## src/rtl/csr_host_pkg.sv

```systemverilog
// rtl/csr_host_pkg.sv - shared opcodes, response codes and state encoding for csr_host_bridge
package csr_host_pkg;

   localparam logic [7:0] OP_WR   = 8'h57;
   localparam logic [7:0] OP_RD   = 8'h52;

   localparam logic [7:0] RSP_ACK = 8'hA1;
   localparam logic [7:0] RSP_RD  = 8'hA2;
   localparam logic [7:0] RSP_ERR = 8'hEE;

   localparam logic [7:0] ERR_CRC = 8'h01;
   localparam logic [7:0] ERR_ILL = 8'h02;
   localparam logic [7:0] ERR_TMO = 8'h03;

   localparam logic [2:0] ST_IDLE    = 3'd0;
   localparam logic [2:0] ST_ADDR    = 3'd1;
   localparam logic [2:0] ST_DATA    = 3'd2;
   localparam logic [2:0] ST_CRC     = 3'd3;
   localparam logic [2:0] ST_EXEC    = 3'd4;
   localparam logic [2:0] ST_RD_WAIT = 3'd5;
   localparam logic [2:0] ST_RESP    = 3'd6;

   // Response shift register image: first byte to send sits in the top byte.
   function automatic logic [39:0] err_frame(input logic [7:0] code);
      return {RSP_ERR, code, 24'h000000};
   endfunction

endpackage

```

## src/rtl/crc8_byte.sv

```systemverilog
// rtl/crc8_byte.sv - combinational CRC-8 update over one byte, MSB first
module crc8_byte #(
   parameter logic [7:0] CRC_POLY = 8'h07
) (
   input  logic [7:0] crc_in,
   input  logic [7:0] byte_in,
   output logic [7:0] crc_out
);

   logic [7:0] c;

   always_comb begin
      c = crc_in ^ byte_in;
      for (int i = 0; i < 8; i++) begin
         c = c[7] ? ((c << 1) ^ CRC_POLY) : (c << 1);
      end
      crc_out = c;
   end

endmodule

```

## src/rtl/csr_host_bridge.sv

```systemverilog
// rtl/csr_host_bridge.sv - host byte-frame decoder driving one CSR access per frame
module csr_host_bridge
   import csr_host_pkg::*;
#(
   parameter int         ADDR_W      = 8,
   parameter int         TIMEOUT_CYC = 100000,
   parameter logic [7:0] CRC_POLY    = 8'h07
) (
   input  logic              clk,
   input  logic              rst_n,
   input  logic [7:0]        rx_data,
   input  logic              rx_valid,
   output logic              rx_ready,
   output logic [7:0]        tx_data,
   output logic              tx_valid,
   input  logic              tx_ready,
   input  logic              crc_en,
   output logic              csr_wen,
   output logic              csr_ren,
   output logic [ADDR_W-1:0] csr_addr,
   output logic [31:0]       csr_wdata,
   input  logic [31:0]       csr_rdata,
   output logic              rx_crc_error,
   output logic              rx_illegal_cmd,
   output logic              busy
);

   localparam int TW = $clog2(TIMEOUT_CYC + 1);

   logic [2:0]    state;
   logic          is_wr;
   logic          crc_en_q;
   logic [7:0]    crc_q;
   logic [7:0]    crc_nxt;
   logic [1:0]    byte_cnt;
   logic [TW-1:0] tmo_cnt;
   logic [39:0]   rsp_sr;
   logic [2:0]    rsp_left;
   logic          rx_acc;
   logic          in_frame;
   logic          tmo_hit;

   crc8_byte #(.CRC_POLY(CRC_POLY)) u_crc (
      .crc_in  ((state == ST_IDLE) ? 8'h00 : crc_q),
      .byte_in (rx_data),
      .crc_out (crc_nxt)
   );

   assign in_frame = (state == ST_ADDR) || (state == ST_DATA) || (state == ST_CRC);
   assign rx_ready = (state == ST_IDLE) || in_frame;
   assign rx_acc   = rx_valid && rx_ready;
   // An arriving byte always wins over an expiring timeout in the same cycle.
   assign tmo_hit  = in_frame && !rx_valid && (tmo_cnt == TW'(TIMEOUT_CYC - 1));
   assign tx_valid = (state == ST_RESP);
   assign tx_data  = rsp_sr[39:32];
   assign csr_wen  = (state == ST_EXEC) && is_wr;
   assign csr_ren  = (state == ST_EXEC) && !is_wr;
   assign busy     = (state != ST_IDLE);

   always_ff @(posedge clk or negedge rst_n) begin
      if (!rst_n) begin
         state          <= ST_IDLE;
         is_wr          <= 1'b0;
         crc_en_q       <= 1'b0;
         crc_q          <= 8'h00;
         byte_cnt       <= 2'd0;
         tmo_cnt        <= '0;
         rsp_sr         <= 40'h0;
         rsp_left       <= 3'd0;
         csr_addr       <= '0;
         csr_wdata      <= 32'h0;
         rx_crc_error   <= 1'b0;
         rx_illegal_cmd <= 1'b0;
      end else begin
         rx_crc_error   <= 1'b0;
         rx_illegal_cmd <= 1'b0;
         if (rx_acc) crc_q <= crc_nxt;
         if (rx_acc || !in_frame) tmo_cnt <= '0;
         else                     tmo_cnt <= tmo_cnt + 1'b1;

         if (tmo_hit) begin
            rx_illegal_cmd <= 1'b1;
            rsp_sr         <= err_frame(ERR_TMO);
            rsp_left       <= 3'd2;
            state          <= ST_RESP;
         end else begin
            case (state)
               ST_IDLE: if (rx_acc) begin
                  crc_en_q <= crc_en;
                  byte_cnt <= 2'd0;
                  if (rx_data == OP_WR || rx_data == OP_RD) begin
                     is_wr <= (rx_data == OP_WR);
                     state <= ST_ADDR;
                  end else begin
                     rx_illegal_cmd <= 1'b1;
                     rsp_sr         <= err_frame(ERR_ILL);
                     rsp_left       <= 3'd2;
                     state          <= ST_RESP;
                  end
               end
               ST_ADDR: if (rx_acc) begin
                  csr_addr <= ADDR_W'(rx_data);
                  if (is_wr)         state <= ST_DATA;
                  else if (crc_en_q) state <= ST_CRC;
                  else               state <= ST_EXEC;
               end
               ST_DATA: if (rx_acc) begin
                  csr_wdata[{byte_cnt, 3'b000} +: 8] <= rx_data;
                  byte_cnt <= byte_cnt + 2'd1;
                  if (byte_cnt == 2'd3) state <= crc_en_q ? ST_CRC : ST_EXEC;
               end
               ST_CRC: if (rx_acc) begin
                  if (rx_data == crc_q) begin
                     state <= ST_EXEC;
                  end else begin
                     rx_crc_error <= 1'b1;
                     rsp_sr       <= err_frame(ERR_CRC);
                     rsp_left     <= 3'd2;
                     state        <= ST_RESP;
                  end
               end
               ST_EXEC: begin
                  if (is_wr) begin
                     rsp_sr   <= {RSP_ACK, 32'h0};
                     rsp_left <= 3'd1;
                     state    <= ST_RESP;
                  end else begin
                     state <= ST_RD_WAIT;
                  end
               end
               ST_RD_WAIT: begin
                  rsp_sr   <= {RSP_RD, csr_rdata[7:0], csr_rdata[15:8],
                               csr_rdata[23:16], csr_rdata[31:24]};
                  rsp_left <= 3'd5;
                  state    <= ST_RESP;
               end
               ST_RESP: if (tx_ready) begin
                  rsp_sr   <= rsp_sr << 8;
                  rsp_left <= rsp_left - 3'd1;
                  if (rsp_left == 3'd1) state <= ST_IDLE;
               end
               default: state <= ST_IDLE;
            endcase
         end
      end
   end

endmodule
```

## config.mk

```make
export PLATFORM = sky130hd
export DESIGN_NAME = csr_host_bridge
export DESIGN_NICKNAME = d
export VERILOG_FILES = /design/src/rtl/csr_host_pkg.sv /design/src/rtl/crc8_byte.sv /design/src/rtl/csr_host_bridge.sv
export SDC_FILE = /design/constraint.sdc
export NUM_CORES = 1
export LEC_CHECK = 0
export ABC_CLOCK_PERIOD_IN_PS = 4440
export BUFFER_PORTS_ARGS = -buffer_cell sky130_fd_sc_hd__buf_2
export CORE_MARGIN = 3
export CORE_UTILIZATION = 61
export CTS_CLUSTER_SIZE = 20
export DETAILED_ROUTE_END_ITERATION = 10
export MAX_ROUTING_LAYER = met4
export PLACE_DENSITY_LB_ADDON = 0.25
export REMOVE_ABC_BUFFERS = 1
export SLEW_MARGIN = 20
export SYNTH_ARGS = -nofsm -noshare
export SYNTH_HDL_FRONTEND = slang
export SYNTH_SLANG_ARGS = --single-unit
```

## constraint.sdc

```tcl
create_clock -name clk -period 4.44 [get_ports clk]
set_input_delay 0.222 -clock clk [delete_from_list [all_inputs] [get_ports clk]]
set_output_delay 0.222 -clock clk [all_outputs]
set_load 0.005 [all_outputs]
```

======== Word level (Yosys, flattened, before mapping) ========
Index checks and enable logic that the tools add are counted.
storage, ports and cells
  flip-flop bits (word level) ............. 117
  output and inout port bits .............. 55
cells by class
  $add $sub $neg .......................... 4
  equality and inequality tests ........... 24
  shift operators ......................... 2
  mux-type cells .......................... 52
  bitwise logic cells ..................... 10
  reduce and logical (&&, ||, !) cells .... 24
operators with widths
  cell                                                                     number
  40-bit 2-to-1 mux                                                        7
  40-bit case mux with 5 select lines                                      1
  3-bit 2-to-1 mux                                                         26
  32-bit bitwise mux                                                       1
  8-bit by 7-bit variable shift with 32-bit output (first input constant)  1
  8-bit by 7-bit indexed part select with 32-bit output                    1
  3-bit NOT                                                                8
  3-bit != test (second input constant)                                    7
  3-bit case mux with 7 select lines                                       1
  17-bit by 1-bit adder with 17-bit output (second input constant)         1
  17-bit equality test (second input constant)                             1
  17-bit 2-to-1 mux                                                        1
  8-bit by 7-bit equality test with 1-bit output (second input constant)   2
  3-bit case mux with 5 select lines                                       1
  7-bit AND reduction                                                      2
  3-bit equality test (second input constant)                              3
  3-bit AND reduction                                                      3
  8-bit equality test                                                      1
  1-bit 2-to-1 mux                                                         8
  2-bit 2-to-1 mux                                                         4
  8-bit 2-to-1 mux                                                         1
  4-bit AND reduction                                                      2
  8-bit XOR                                                                1
  5-bit negator with 7-bit output                                          1
  other kinds (17)                                                         31

======== Logic depth before layout (Yosys ltp) ========
  depth after elaboration ................. 19
  gate-level depth with buffers ........... 8
  mapped depth without buffers ............ 6

======== Modules after synthesis ========
Synthesis repeated with hierarchy kept, for this count alone.
second synthesis, totals
  cell total of the unflattened synthesis .. 568
  area, all modules ....................... 6008.3 µm²
modules (own cells, without submodules)
  module           times used  cells each  area each (µm²)  sequential area each (µm²)
  csr_host_bridge  1           548         5795.6           2927.8
  crc8_byte        1           20          212.7            0.0

======== Least setup slack after synthesis ========
OpenSTA, ideal clock, no wires.
  path type ............................... register to register
  start ................................... register tmo_cnt[5]
  end ..................................... register rsp_sr[11]
  arrival ................................. 1.979 ns
  required time ........................... 4.315 ns
  slack ................................... 2.336 ns
  cell stages (with the launch flop) ...... 7
  path buffers ............................ 1
  period minus slack after synthesis ...... 2.104 ns
  cell sequence ........................... dfrtp_1 -> nor4b_1 -> nand4_1 -> or2_2 -> a31oi_4 -> buf_6 -> mux2_4
between the ends
  word-level cells in the longest chain between the ends .. 4
RTL lines
  element                                                 RTL line                RTL
  start, declared                                         csr_host_bridge.sv:36   logic [TW-1:0] tmo_cnt;
  start signal, assigned                                  csr_host_bridge.sv:79   else tmo_cnt <= tmo_cnt + 1'b1;
  17-bit equality test *                                  csr_host_bridge.sv:53   assign tmo_hit = in_frame && !rx_valid && (tmo_cnt == TW'(TIMEOUT_CYC - 1));
  1-bit logical AND *                                     csr_host_bridge.sv:53
  3-bit != test (no source line) (tied with other cells)  n/a
  7-bit AND reduction (no source line)                    n/a
  end signal, assigned                                    csr_host_bridge.sv:83   rsp_sr <= err_frame(ERR_TMO);
  end signal, assigned                                    csr_host_bridge.sv:96   rsp_sr <= err_frame(ERR_ILL);
  end signal, assigned                                    csr_host_bridge.sv:117  rsp_sr <= err_frame(ERR_CRC);
  end, declared                                           csr_host_bridge.sv:37   logic [39:0] rsp_sr;
Mark *: on every way between the ends. The rest lies on a longest branch, timed or not.
A chain may end at the register's enable or synchronous reset.

======== Worst setup path in the final report ========
  start ................................... register state[1]
  end ..................................... register rsp_sr[39]
between the ends
  word-level cells in the longest chain between the ends .. 7
RTL lines
  element                                                                                                           RTL line                                      RTL
  start, declared                                                                                                   csr_host_bridge.sv:30                         logic [2:0] state;
  start signal, assigned                                                                                            csr_host_bridge.sv:110                        if (byte_cnt == 2'd3) state <= crc_en_q ? ST_CRC : ST_EXEC;
  3-bit by 1-bit equality test with 1-bit output or 3-bit by 2-bit equality test with 1-bit output (tied branches)  csr_host_bridge.sv:49                         assign in_frame = (state == ST_ADDR) || (state == ST_DATA) || (state == ST_CRC);
  1-bit logical OR (2 in a row)                                                                                     csr_host_bridge.sv:49
  1-bit logical AND or 1-bit logical OR (tied branches)                                                             csr_host_bridge.sv:53, csr_host_bridge.sv:50
  1-bit logical AND (on tied branches)                                                                              csr_host_bridge.sv:53, csr_host_bridge.sv:51
  3-bit != test (no source line) (tied with other cells)                                                            n/a
  7-bit AND reduction (no source line)                                                                              n/a
Parallel ways exist; a longest one is shown, timed or not.

==> flow_summary.yaml <==
layout:
  drive_above_1_share: 0.251
  final_util: 0.760
  syn_to_final_growth_pct: 18.1
  antenna_cells: 0
  final_cells: 838
  num-nets-final: 753
grt:
  grt_pass1_wl_um: 22900
  grt_pass1_vias: 4718
  grt_start_max_net_pins: 78
  grt_overflow: 0
  antenna_found_initial: 0
  grt_usage: 0.265
routing:
  dr.pass1.iters: 5
  routedWlPerCell_um: 16.7
  wl_um: 14000
  drc_errors: 0
  vias: 4776
  drtIter0Drc: 436
  drtAntennaViolNets: 0
  vias_per_cell: 5.70
yosys:
  syn_area_per_cell_um2: 10.0
  synth.cell_area_um2: 6120
  synth_most_common_cell: "dfrtp_1"
  synth_top_family_by_area: "simple AND/OR/NAND/NOR gates"
  synthTopCellsByArea: "dfrtp_1, mux2_4, nand2_1"
  synth_top_area_cell: "dfrtp_1"
  synth-async-reset-ratio: 1.00
  yosysTopAreaCellShare: 0.479
  synth_mux_area_frac: 0.102
  netlist_instances: 610
  synth-edff-count: 0
  ys_seq_area_frac: 0.479
  synth-xor-area-share: 0.0734
  synth_compound_area_frac: 0.123
  ys_seq_elements: 117
  ys_top_cells_by_count: "dfrtp_1, nand2_1, o21ai_0, nor2_1, mux2_4"
  netlist-cell-type-count: 54
  synth-simple-area-share: 0.154
  ys_warn_count: 0
  synthFlopType: "dfrtp_1"
  synthAdderAreaFrac: 0.0184
sta:
  finalSetupTns_ps: 0
  drv_slew: 0
  rsz0062_at_grt: "no"
  hold_ws_ps: 48.1
  worstMarginPinSlew_ps: 992
  fin_crit_ps: 3420
  slew_headroom: 0.339
  setup_viol_count_final: 0
  hold_viol_final: 0
  clock_skew_ps: 8.79
  max_freq_ghz: 0.292
  period_share: 0.771
clock_network:
  cts_root_buf: "clkbuf_8"
  cts-htree-levels: 4
  clk_path_buf_depth: 2
  cts_buffers: 17
  post_cts_resize_count: 0
  cts.sinks: 117
  cts.hold.buffers_added: 10
  clk_latency_ps: 520
  cts_tree: "built"
  clk_pin_slew_worst_paths_ps: 50
  cts_setup_buffers: 0
setup_path:
  crit_path_top_delay_cell: "a31oi_4"
  crit_family: "compound AO/OA/AOI/OAI gates"
  crit_cells: 6
  cp.arrival_ps: 3820
  ff2ff_setup_slack_ps: 1020
  crit_type: "reg2reg"
  end_kind: "register"
  crit_path_start_kind: "register"
  cp.required_ps: 4840
  slowest_delay_ps: 800
  critical_path.max_fanout: 27
  crit_buf_inv: 2
  crit_chain: "and3b_1, inv_1, o22ai_2, a31oi_4, buf_4, mux2_4"
  r2r_cells: 6
placed_design:
  dp_hpwl_um: 9200
  placed_cells: 799
  place_congestion: 0.904
  io_buffer_count: 99
flow_run:
  drv_cap: 0
power_and_ir_drop:
  p_per_area_nw_per_um2: 677
  vdd_drop_max_mv: 0.571
  finalPower_mw: 4.89
  power_leakage_nw: 3.46
hold_path:
  hold-path-cell-count: 4
  worstHoldPathType: "in2reg"
floorplan:
  initial_core_util: 0.644
  dieArea_um2: 11300
  num_rows: 35
  fp.dieW_um: 106
  io_pins: 100
  die_h_um: 106
  core_um2: 9500
status:
  outcome: "complete, no violations"
[cells in the final DEF, fill, tap and decap left out, types with 5 or more instances in the layout]
master         instances
a21oi_1                9
ha_1                   9
or3_1                  5
mux2i_1                7
mux2_2                12
clkbuf_8               8
nand2b_1               7
nand3_1               13
nand4_1                5
and3_1                 8
buf_4                  6
clkbuf_16             16
nor3_1                 5
dfrtp_1              117
o21ai_0               71
nor2_1                30
xor2_1                15
buf_2                 98
mux2_4                28
a22o_1                16
dlygate4sd3_1         10
nand2_1              112
inv_1                 20
xnor2_1               26
[stage by stage]
step / setup slack, ps / cell area [um^2]
floorplan: 1470 / 5890
global placement: 1160 / 6590
detailed placement: 1080 / 6590
CTS: 1050 / 7220
global route: 830 / 7230
finish: 1020 / 7230
[cell type report]
cell class	count	area, um^2
multi-input cells	428	2890
flip-flops and latches	117	2930
repair buffers	114	636
fillers	666	2280
clock inverters	4	20.0
clock buffers	25	514
inverters	21	78.8
well taps	129	161
[registers in the layout, indices dropped and copies added, names as in the netlist]
name	count
crc_en_q	1
is_wr	1
crc_q	8
csr_addr	8
rsp_sr	40
csr_wdata	32
tmo_cnt	17
byte_cnt	2
state	3
rx_crc_error	1
rx_illegal_cmd	1
rsp_left	3
[logic make-up after synthesis]
logic type	Yosys count
buffers and inverters	65
flip-flops	117
AO/OA/AOI/OAI	121
adder cells (fa/ha/maj)	9
multiplexers	47
XOR/XNOR	45
AND/OR/NAND/NOR	206
[layer usage]
metal / global-route usage / wire [um] / vias to the layer above / part of all wire
met3: 0.0650 / 838 / 26 / 0.060
met4: 0.0925 / 269 / 0 / 0.019
met2: 0.419 / 6910 / 178 / 0.49
met5: - / 0 / - / 0
li1: - / - / 2244 / -
met1: 0.336 / 5940 / 2328 / 0.43
[power breakdown]
| group | internal, mW | total, mW | switching (mW) |
|---|---|---|---|
| registers | 1.35 | 1.59 | 0.241 |
| logic | 1.03 | 2.08 | 1.06 |
| clock network | 0.775 | 1.21 | 0.440 |
| total | 3.16 | 4.89 | 1.74 |
[path summary, 6_finish.rpt]
path,start,to
min in group asynchronous,rst_n,tmo_cnt[2]
min reg2reg,csr_wdata[12],csr_wdata[12]
min,csr_rdata[20],rsp_sr[12]
max reg2reg,state[1],rsp_sr[39]
max in group asynchronous,rst_n,csr_wdata[11]
max,state[1],rsp_sr[39]
[worst register-to-register path: cells and delay by family (launching register included)]
family | cells | cell delay (ps)
mux | 1 | 340
compound gates | 2 | 940
flops | 1 | 620
simple gates | 1 | 580
buf+inv | 2 | 830
Note: power is estimated with default switching activity, not from simulation.
